<file path="src/rtl/seg7_scan_ctrl.sv">
// Four-digit multiplexed 7-segment scan controller.
// Time-slices the cathode bus across four anodes. Applies per-digit blanking, decimal points
// and PWM brightness. Host writes land in a shadow set that commits only at frame boundaries.
module seg7_scan_ctrl #(
  parameter int unsigned CLK_DIV = 100000,
  parameter int unsigned CNT_W   = 17
) (
  input  logic        clk,
  input  logic        rst,
  input  logic [15:0] value_in,
  input  logic [3:0]  dp_in,
  input  logic [3:0]  blank_in,
  input  logic        load,
  input  logic [3:0]  brightness,
  input  logic        disp_en,
  output logic [3:0]  anodeON,
  output logic [6:0]  cathodeOFF,
  output logic        dp_n,
  output logic        pending,
  output logic        frame_tick
);

  localparam logic [CNT_W-1:0] SlotLast = CNT_W'(CLK_DIV - 1);

  logic [CNT_W-1:0] slot_cnt_q, slot_cnt_d;
  logic [1:0]       idx_q, idx_d;
  logic [3:0]       pwm_q;

  logic [15:0] act_val_q, sh_val_q;
  logic [3:0]  act_dp_q, sh_dp_q;
  logic [3:0]  act_blank_q, sh_blank_q;
  logic        pending_q;
  logic        frame_tick_q;

  logic [3:0]  anode_q, anode_d;
  logic [6:0]  cath_q, seg_d;
  logic        dp_n_q;

  logic        slot_tick;
  logic        frame_bnd;
  logic [3:0]  cur_nib;

  // Slot/frame timing, anode gating and hex decode of the digit being scanned
  always_comb begin
    slot_tick  = (slot_cnt_q == SlotLast);
    frame_bnd  = slot_tick && (idx_q == 2'd3);
    slot_cnt_d = slot_tick ? '0 : slot_cnt_q + CNT_W'(1);
    idx_d      = slot_tick ? idx_q + 2'd1 : idx_q;
    cur_nib    = act_val_q[{idx_q, 2'b00} +: 4];

    // Dark on the slot-tick computation so the next slot opens with anodes off (ghost guard)
    anode_d = 4'b0000;
    if (!slot_tick && disp_en && !act_blank_q[idx_q] && (pwm_q <= brightness)) begin
      anode_d = 4'b0001 << idx_q;
    end

    seg_d = 7'h7F;
    unique case (cur_nib)
      4'h0: seg_d = 7'h40;
      4'h1: seg_d = 7'h79;
      4'h2: seg_d = 7'h24;
      4'h3: seg_d = 7'h30;
      4'h4: seg_d = 7'h19;
      4'h5: seg_d = 7'h12;
      4'h6: seg_d = 7'h02;
      4'h7: seg_d = 7'h78;
      4'h8: seg_d = 7'h00;
      4'h9: seg_d = 7'h10;
      4'hA: seg_d = 7'h08;
      4'hB: seg_d = 7'h03;
      4'hC: seg_d = 7'h46;
      4'hD: seg_d = 7'h21;
      4'hE: seg_d = 7'h06;
      4'hF: seg_d = 7'h0E;
      default: seg_d = 7'h7F;
    endcase
  end

  // Free-running slot counter, digit index and PWM counter
  always_ff @(posedge clk or posedge rst) begin
    if (rst) begin
      slot_cnt_q <= '0;
      idx_q      <= 2'd0;
      pwm_q      <= 4'd0;
    end else begin
      slot_cnt_q <= slot_cnt_d;
      idx_q      <= idx_d;
      pwm_q      <= pwm_q + 4'd1;
    end
  end

  // Shadow capture and frame-boundary commit; a load on the boundary stays pending
  always_ff @(posedge clk or posedge rst) begin
    if (rst) begin
      act_val_q   <= 16'h0000;
      act_dp_q    <= 4'b0000;
      act_blank_q <= 4'b1111;
      sh_val_q    <= 16'h0000;
      sh_dp_q     <= 4'b0000;
      sh_blank_q  <= 4'b1111;
      pending_q   <= 1'b0;
    end else begin
      if (frame_bnd && pending_q) begin
        act_val_q   <= sh_val_q;
        act_dp_q    <= sh_dp_q;
        act_blank_q <= sh_blank_q;
      end
      if (load) begin
        sh_val_q   <= value_in;
        sh_dp_q    <= dp_in;
        sh_blank_q <= blank_in;
        pending_q  <= 1'b1;
      end else if (frame_bnd) begin
        pending_q  <= 1'b0;
      end
    end
  end

  // Registered pin drive from the current index and active set
  always_ff @(posedge clk or posedge rst) begin
    if (rst) begin
      anode_q      <= 4'b0000;
      cath_q       <= 7'h7F;
      dp_n_q       <= 1'b1;
      frame_tick_q <= 1'b0;
    end else begin
      anode_q      <= anode_d;
      cath_q       <= seg_d;
      dp_n_q       <= ~act_dp_q[idx_q];
      frame_tick_q <= frame_bnd;
    end
  end

  assign anodeON    = anode_q;
  assign cathodeOFF = cath_q;
  assign dp_n       = dp_n_q;
  assign pending    = pending_q;
  assign frame_tick = frame_tick_q;

endmodule

</file>
<file path="config.mk">
export PLATFORM = sky130hd
export DESIGN_NAME = seg7_scan_ctrl
export DESIGN_NICKNAME = d
export VERILOG_FILES = /design/src/rtl/seg7_scan_ctrl.sv
export SDC_FILE = /design/constraint.sdc
export NUM_CORES = 1
export LEC_CHECK = 0
export CAP_MARGIN = 0
export CORE_ASPECT_RATIO = 0.75
export CORE_UTILIZATION = 35
export CTS_BUF_LIST = sky130_fd_sc_hd__clkbuf_4 sky130_fd_sc_hd__clkbuf_8
export DETAILED_ROUTE_END_ITERATION = 6
export HOLD_SLACK_MARGIN = 0.08
export MAX_ROUTING_LAYER = met4
export PLACE_DENSITY_LB_ADDON = 0.3
export SLEW_MARGIN = 20
export SYNTH_ARGS = -nofsm -noshare
export SYNTH_HDL_FRONTEND = slang
export SYNTH_SLANG_ARGS = --single-unit
export TNS_END_PERCENT = 1
</file>
<file path="constraint.sdc">
create_clock -name clk -period 3.3 [get_ports clk]
set_clock_uncertainty 0.05 [all_clocks]
set_input_delay 0.66 -clock clk [delete_from_list [all_inputs] [get_ports clk]]
set_output_delay 0.66 -clock clk [all_outputs]
set_load 0.02 [all_outputs]
</file>
Word level (Yosys, flattened, before mapping) --
Memories as Yosys holds them, arrays and structs flattened. A register that Yosys moved wholly into a read port is not among the register bits. Cells that the tools add are included.
Storage, ports and cells: word-level logic and storage cells 40, memory bits (read-only) 112, memories 1, output and inout bits 14, input bits 32, register bits after elaboration 78
Memory list:
- (name not given) | depth 16, width 7, rd ports 1, clocked after Yosys merged registers in 1, wr ports 0, RTL line 58 | unique case (cur_nib)
Cells by class: bitwise gates (word level) 1, mux-type cells 8, magnitude comparators 2, equality and inequality tests 2, $add $sub $neg 3, reductions and logical operators 8, shifts and indexed selects 2
Operators with widths (number):
- 17-bit by 1-bit adder with 17-bit output, second input constant | 1
- 17-bit == test, second input constant | 1
- 17-bit two-way mux | 1
- 16-bit by 5-bit indexed part select with 4-bit output | 1
- 1-bit logical AND | 5
- 4-bit by 1-bit adder with 4-bit output, second input constant | 1
- 1-bit binary-select mux with 2-bit select | 2
- 4-bit less-or-equal comparator | 1
- 1-bit two-way mux | 4
- 4-bit two-way mux | 1
- 1-bit by 2-bit left shift with 4-bit output, first input constant | 1
- 2-bit by 3-bit less-than comparator with 1-bit output, second input constant | 1
- 2-bit by 1-bit adder with 2-bit output, second input constant | 1
- 2-bit == test, second input constant | 1
- 1-bit logical NOT | 2
- 2-bit nonzero test | 1
- 1-bit NOT | 1

Longest topological paths before layout --
depth in word-level cells 6, mapped depth 7, gate-level depth less buffers 6

Worst setup path before layout --
OpenSTA, ideal clock, no wires.
path type register to register, start register slot_cnt_q[5], end register act_dp_q[0], clock period less this slack 2419 ps, library setup time 125 ps, cell stages (with the launch flop) 6, data arrival time 2244 ps, required time 3125 ps, path slack 881 ps, buffers on the path 1, path through dfrtp_1 -> or4b_1 -> or4_4 -> nor4_4 -> buf_6 -> mux2_2
Between the ends: longest elaborated chain between the ends 3
Ends and longest elaborated chain:
- from (decl) | RTL line 25 | logic [CNT_W-1:0] slot_cnt_q, slot_cnt_d;
- from (signal assigned) | RTL line 86 | slot_cnt_q <= slot_cnt_d;
- 17-bit == test | RTL line 45 | slot_tick = (slot_cnt_q == SlotLast);
- 1-bit logical AND | RTL line 46 | frame_bnd = slot_tick && (idx_q == 2'd3);
- 1-bit logical AND | RTL line 103 | if (frame_bnd && pending_q) begin
- to (signal assigned) | RTL line 105 | act_dp_q <= sh_dp_q;
- to (decl) | RTL line 30 | logic [3:0] act_dp_q, sh_dp_q;
No other way between the ends. A chain may end at the register's enable or synchronous reset.

Worst setup path in the final report --
start register slot_cnt_q[5], end register act_val_q[15]
Between the ends: longest elaborated chain between the ends 3
Ends and longest elaborated chain:
- 17-bit == test | RTL line 45
- 1-bit logical AND | RTL line 46
- 1-bit logical AND | RTL line 103
- to (signal assigned) | RTL line 104 | act_val_q <= sh_val_q;
- to (decl) | RTL line 29 | logic [15:0] act_val_q, sh_val_q;
No other way between the ends.

==> results.md <==
- Status: finished clean
- Vias: 2,210
- Net switching power: around 430 uW
- Final setup fails: 0
- Final ANT Viol Nets: 0
- Core Box Area: 0.0104 sq mm
- Most frequent cells after synthesis: dfrtp_1, mux2_2, dfstp_2, ha_1, inv_1
- Number of H-tree levels: 3
- Mapped cell area: 0.00377 sq mm
- Dpl cell area: 0.00438 sq mm
- Final hold violations: 0
- Max-Cap Viols: 0
- Wire per inst: roughly 14 um
- Cell Pwr Density: about 440 mW/mm^2
- Syn. warnings: 0
- Slew headroom: 66.7%
- Width of the chip: 122 um
- Crit path DAT: ~2.7 ns
- GRT Util Overall: 13.7%
- Clock transition at path regs: 0.08 ns
- R2R cell count: 5
- Setup TNS: 0 ns
- RSZ-0062 raised after global routing: no
- Clock Power Share: 40.1%
- Synth unique cells: 40
- Setup repair bufs after CTS: 0
- Final instance area: approximately 0.0046 sq mm
- Routed vias/inst: around 4.7
- CTS buffer count: 9
- Worst Tran Pin Value: 0.499 ns
- Combinational power share: 5.4%
- Number of DRC markers in iteration 0: between 90 and 100
- Syn Area/Cell: 13.6 sq um
- Top-count cell post-synth: dfrtp_1
- # fillers: between 900 and 1,000
- # diodes: 0
- Layout cells sized above 1: roughly 30%
- Fin nets: roughly 370
- Fraction of power spent switching nets: about a fifth
- Number of flops mapped to enable cells by yosys: 0
- Synth area leader: dfrtp_1
- I/O pins: 46
- Vias in the first global route: 2,333
- Most used flip-flop cell after synthesis: dfrtp_1
- Hold Startpoint: slot_cnt_q[0]
- Crit path kind: flip-flop to flip-flop
- FP Rows: 32
- Pwr Total: about 2 mW
- CTS tree: built
- Clock Latency Late Sink: around 0.36 ns
- Detailed Route WL: 6490 um
- Final HPWL DP: approximately 4400 um
- Pleak: 1.99 nW
- Worst Path Required: between 3 and 4 ns
- Synthesis-to-layout area growth: 22.0%
- First-pass GRT wire length: between 10,000 and 15,000 um
- Crit share post-route: between 70% and 80%
- CP max FO: 24
- Chip height: 91.8 um
- Fmax: between 300 and 400 MHz
- Die footprint: 0.0112 sq mm
- RR Endpoint: act_val_q[15]
- Setup slack, reg-to-reg: between 0.7 and 0.8 ns
- Initial antenna violation count: 0
- Worst VDD drop: approximately 0.27 mV
- Largest net degree at the start of global routing: 86
- CTS max path bufs: 2
- GRT overflow: 0
- Hold Path Class: flip-flop to flip-flop
- Port bufs: 45
- Clk sinks: between 80 and 90
- P_int: 1.57 mW
- Hold EP: slot_cnt_q[0]
- DRT Pass-1 Iters: 4
- Fin crit period: approximately 2.5 ns
- Synth area leaders: dfrtp_1, mux2_2, dfstp_2, ha_1, mux4_2
- Post-Syn Nets: about 320
- Initial Util: 36.3%
- Hold-fix buffers, CTS: 0
- CTS root buf: clkbuf_8
- # resized after CTS: 0
- Worst R2R Start: slot_cnt_q[5]
- Synth Register Bits: 85
- Post-synthesis cell count: 276
- Ys async rst share: 100%
- Part of the power in registers: around 55%
- CP startpoint kind: flip-flop
- Share of the synthesized area in the top cell type: 45.8%
- Sequential area share after synthesis: around 57%
- RePlAce Congestion: ~0.74
- CP Capture Type: flip-flop
- DRC viols: 0
- WHS Path Cells: 1
- Pins Over Slew Limit: 0
## power groups by stage
stage               Sequential [mW]  Clock [mW]  Combinational [mW]
global route                   1.10       0.868               0.119
finish                         1.09       0.803               0.107
global placement               1.11           0               0.109
CTS                            1.09       0.828               0.111
detailed placement             1.11           0               0.110
floorplan                      1.10           0              0.0559
## layer usage
metal | global-route usage, % | vias up | part of all wire (%)
li1 | - | 1061 | -
met1 | 19.1 | 1092 | 52
met2 | 18.7 | 44 | 43
met3 | 3.79 | 13 | 4.1
met4 | 5.35 | 0 | 1.5
met5 | - | - | 0
## placed cells by master (no fill, tap or decap), drive strengths merged, types with 2 or more instances in the layout
cell type,Yosys,layout
dfrtp,69,69
mux2,51,51
clkdlybuf4s50,0,45
ha,16,16
dfstp,16,16
inv,15,15
nor2,13,13
nand2,10,10
clkbuf,5,10
nand3,8,8
xor2,8,8
xnor2,7,7
mux4,6,6
nor2b,5,5
a21oi,5,5
o21ai,4,4
buf,5,4
nand2b,3,3
o21a,3,3
nor4b,3,3
or3,3,3
clkinv,0,3
or4,3,3
o31ai,2,2
and4,2,2
bufinv,0,2
nor4,2,2
## cell families (layout without fill, tap and decap cells)
family | count (synthesis) | count (layout) | share of synthesized area [%]
adders and majority gates | 16 | 16 | 5.32
and+or+nand+nor | 58 | 58 | 8.94
xor gates and xnor gates | 15 | 15 | 3.49
AOI/OAI and AO/OA | 20 | 20 | 3.49
DFF | 85 | 85 | 57.0
buffers and inverters | 25 | 80 | 2.92
muxes | 57 | 57 | 18.8
## sequential cells by signal, indices dropped and copies added (netlist names), 4 cells and up
signal,count
sh_val_q,16
slot_cnt_q,17
sh_blank_q,4
cathodeOFF,7
anodeON,4
sh_dp_q,4
act_val_q,16
act_blank_q,4
act_dp_q,4
pwm_q,4
## worst max-delay path, cell delays in order (launching register included)
cell and delay, ns:
dfrtp_1 0.42, or4b_1 0.52, or4_4 0.45, nor4_4 0.22
buf_4 0.35, mux2_2 0.38
## worst max path at each step
stage,from,to,slack [ns],cells after the start
after floorplan,rst,act_dp_q[0],0.42,1
after global placement,slot_cnt_q[5],act_val_q[4],0.84,5
after detailed placement,slot_cnt_q[5],act_val_q[14],0.79,5
after CTS,slot_cnt_q[5],act_val_q[15],0.78,5
after global routing,slot_cnt_q[5],act_val_q[8],0.70,5
final,slot_cnt_q[5],act_val_q[15],0.79,5
## cell type report
class                      instances  area [sq um]  area share (%)
sequential                        85          2150            46.7
multi-input combinational        166          1510            32.8
timing repair buffer              49           493            10.7
tap                              136           170            3.70
clock buffer                      10           131            2.86
clock inverter                     6          86.3            1.88
inverter                          15          57.6            1.25
## per-stage QoR
step           hold WS, ns  setup WS (ns)  std cells  util [%]
3_5_place_dp         0.405          0.795        451      42.2
6_report             0.408          0.794        467      44.3
2_1_floorplan        0.383          0.423        276         -
3_3_place_gp         0.399          0.843        451      42.2
4_1_cts              0.416          0.783        467      44.3
5_1_grt              0.442          0.696        467      44.3
No activity file was read; power rests on OpenSTA's default activity.
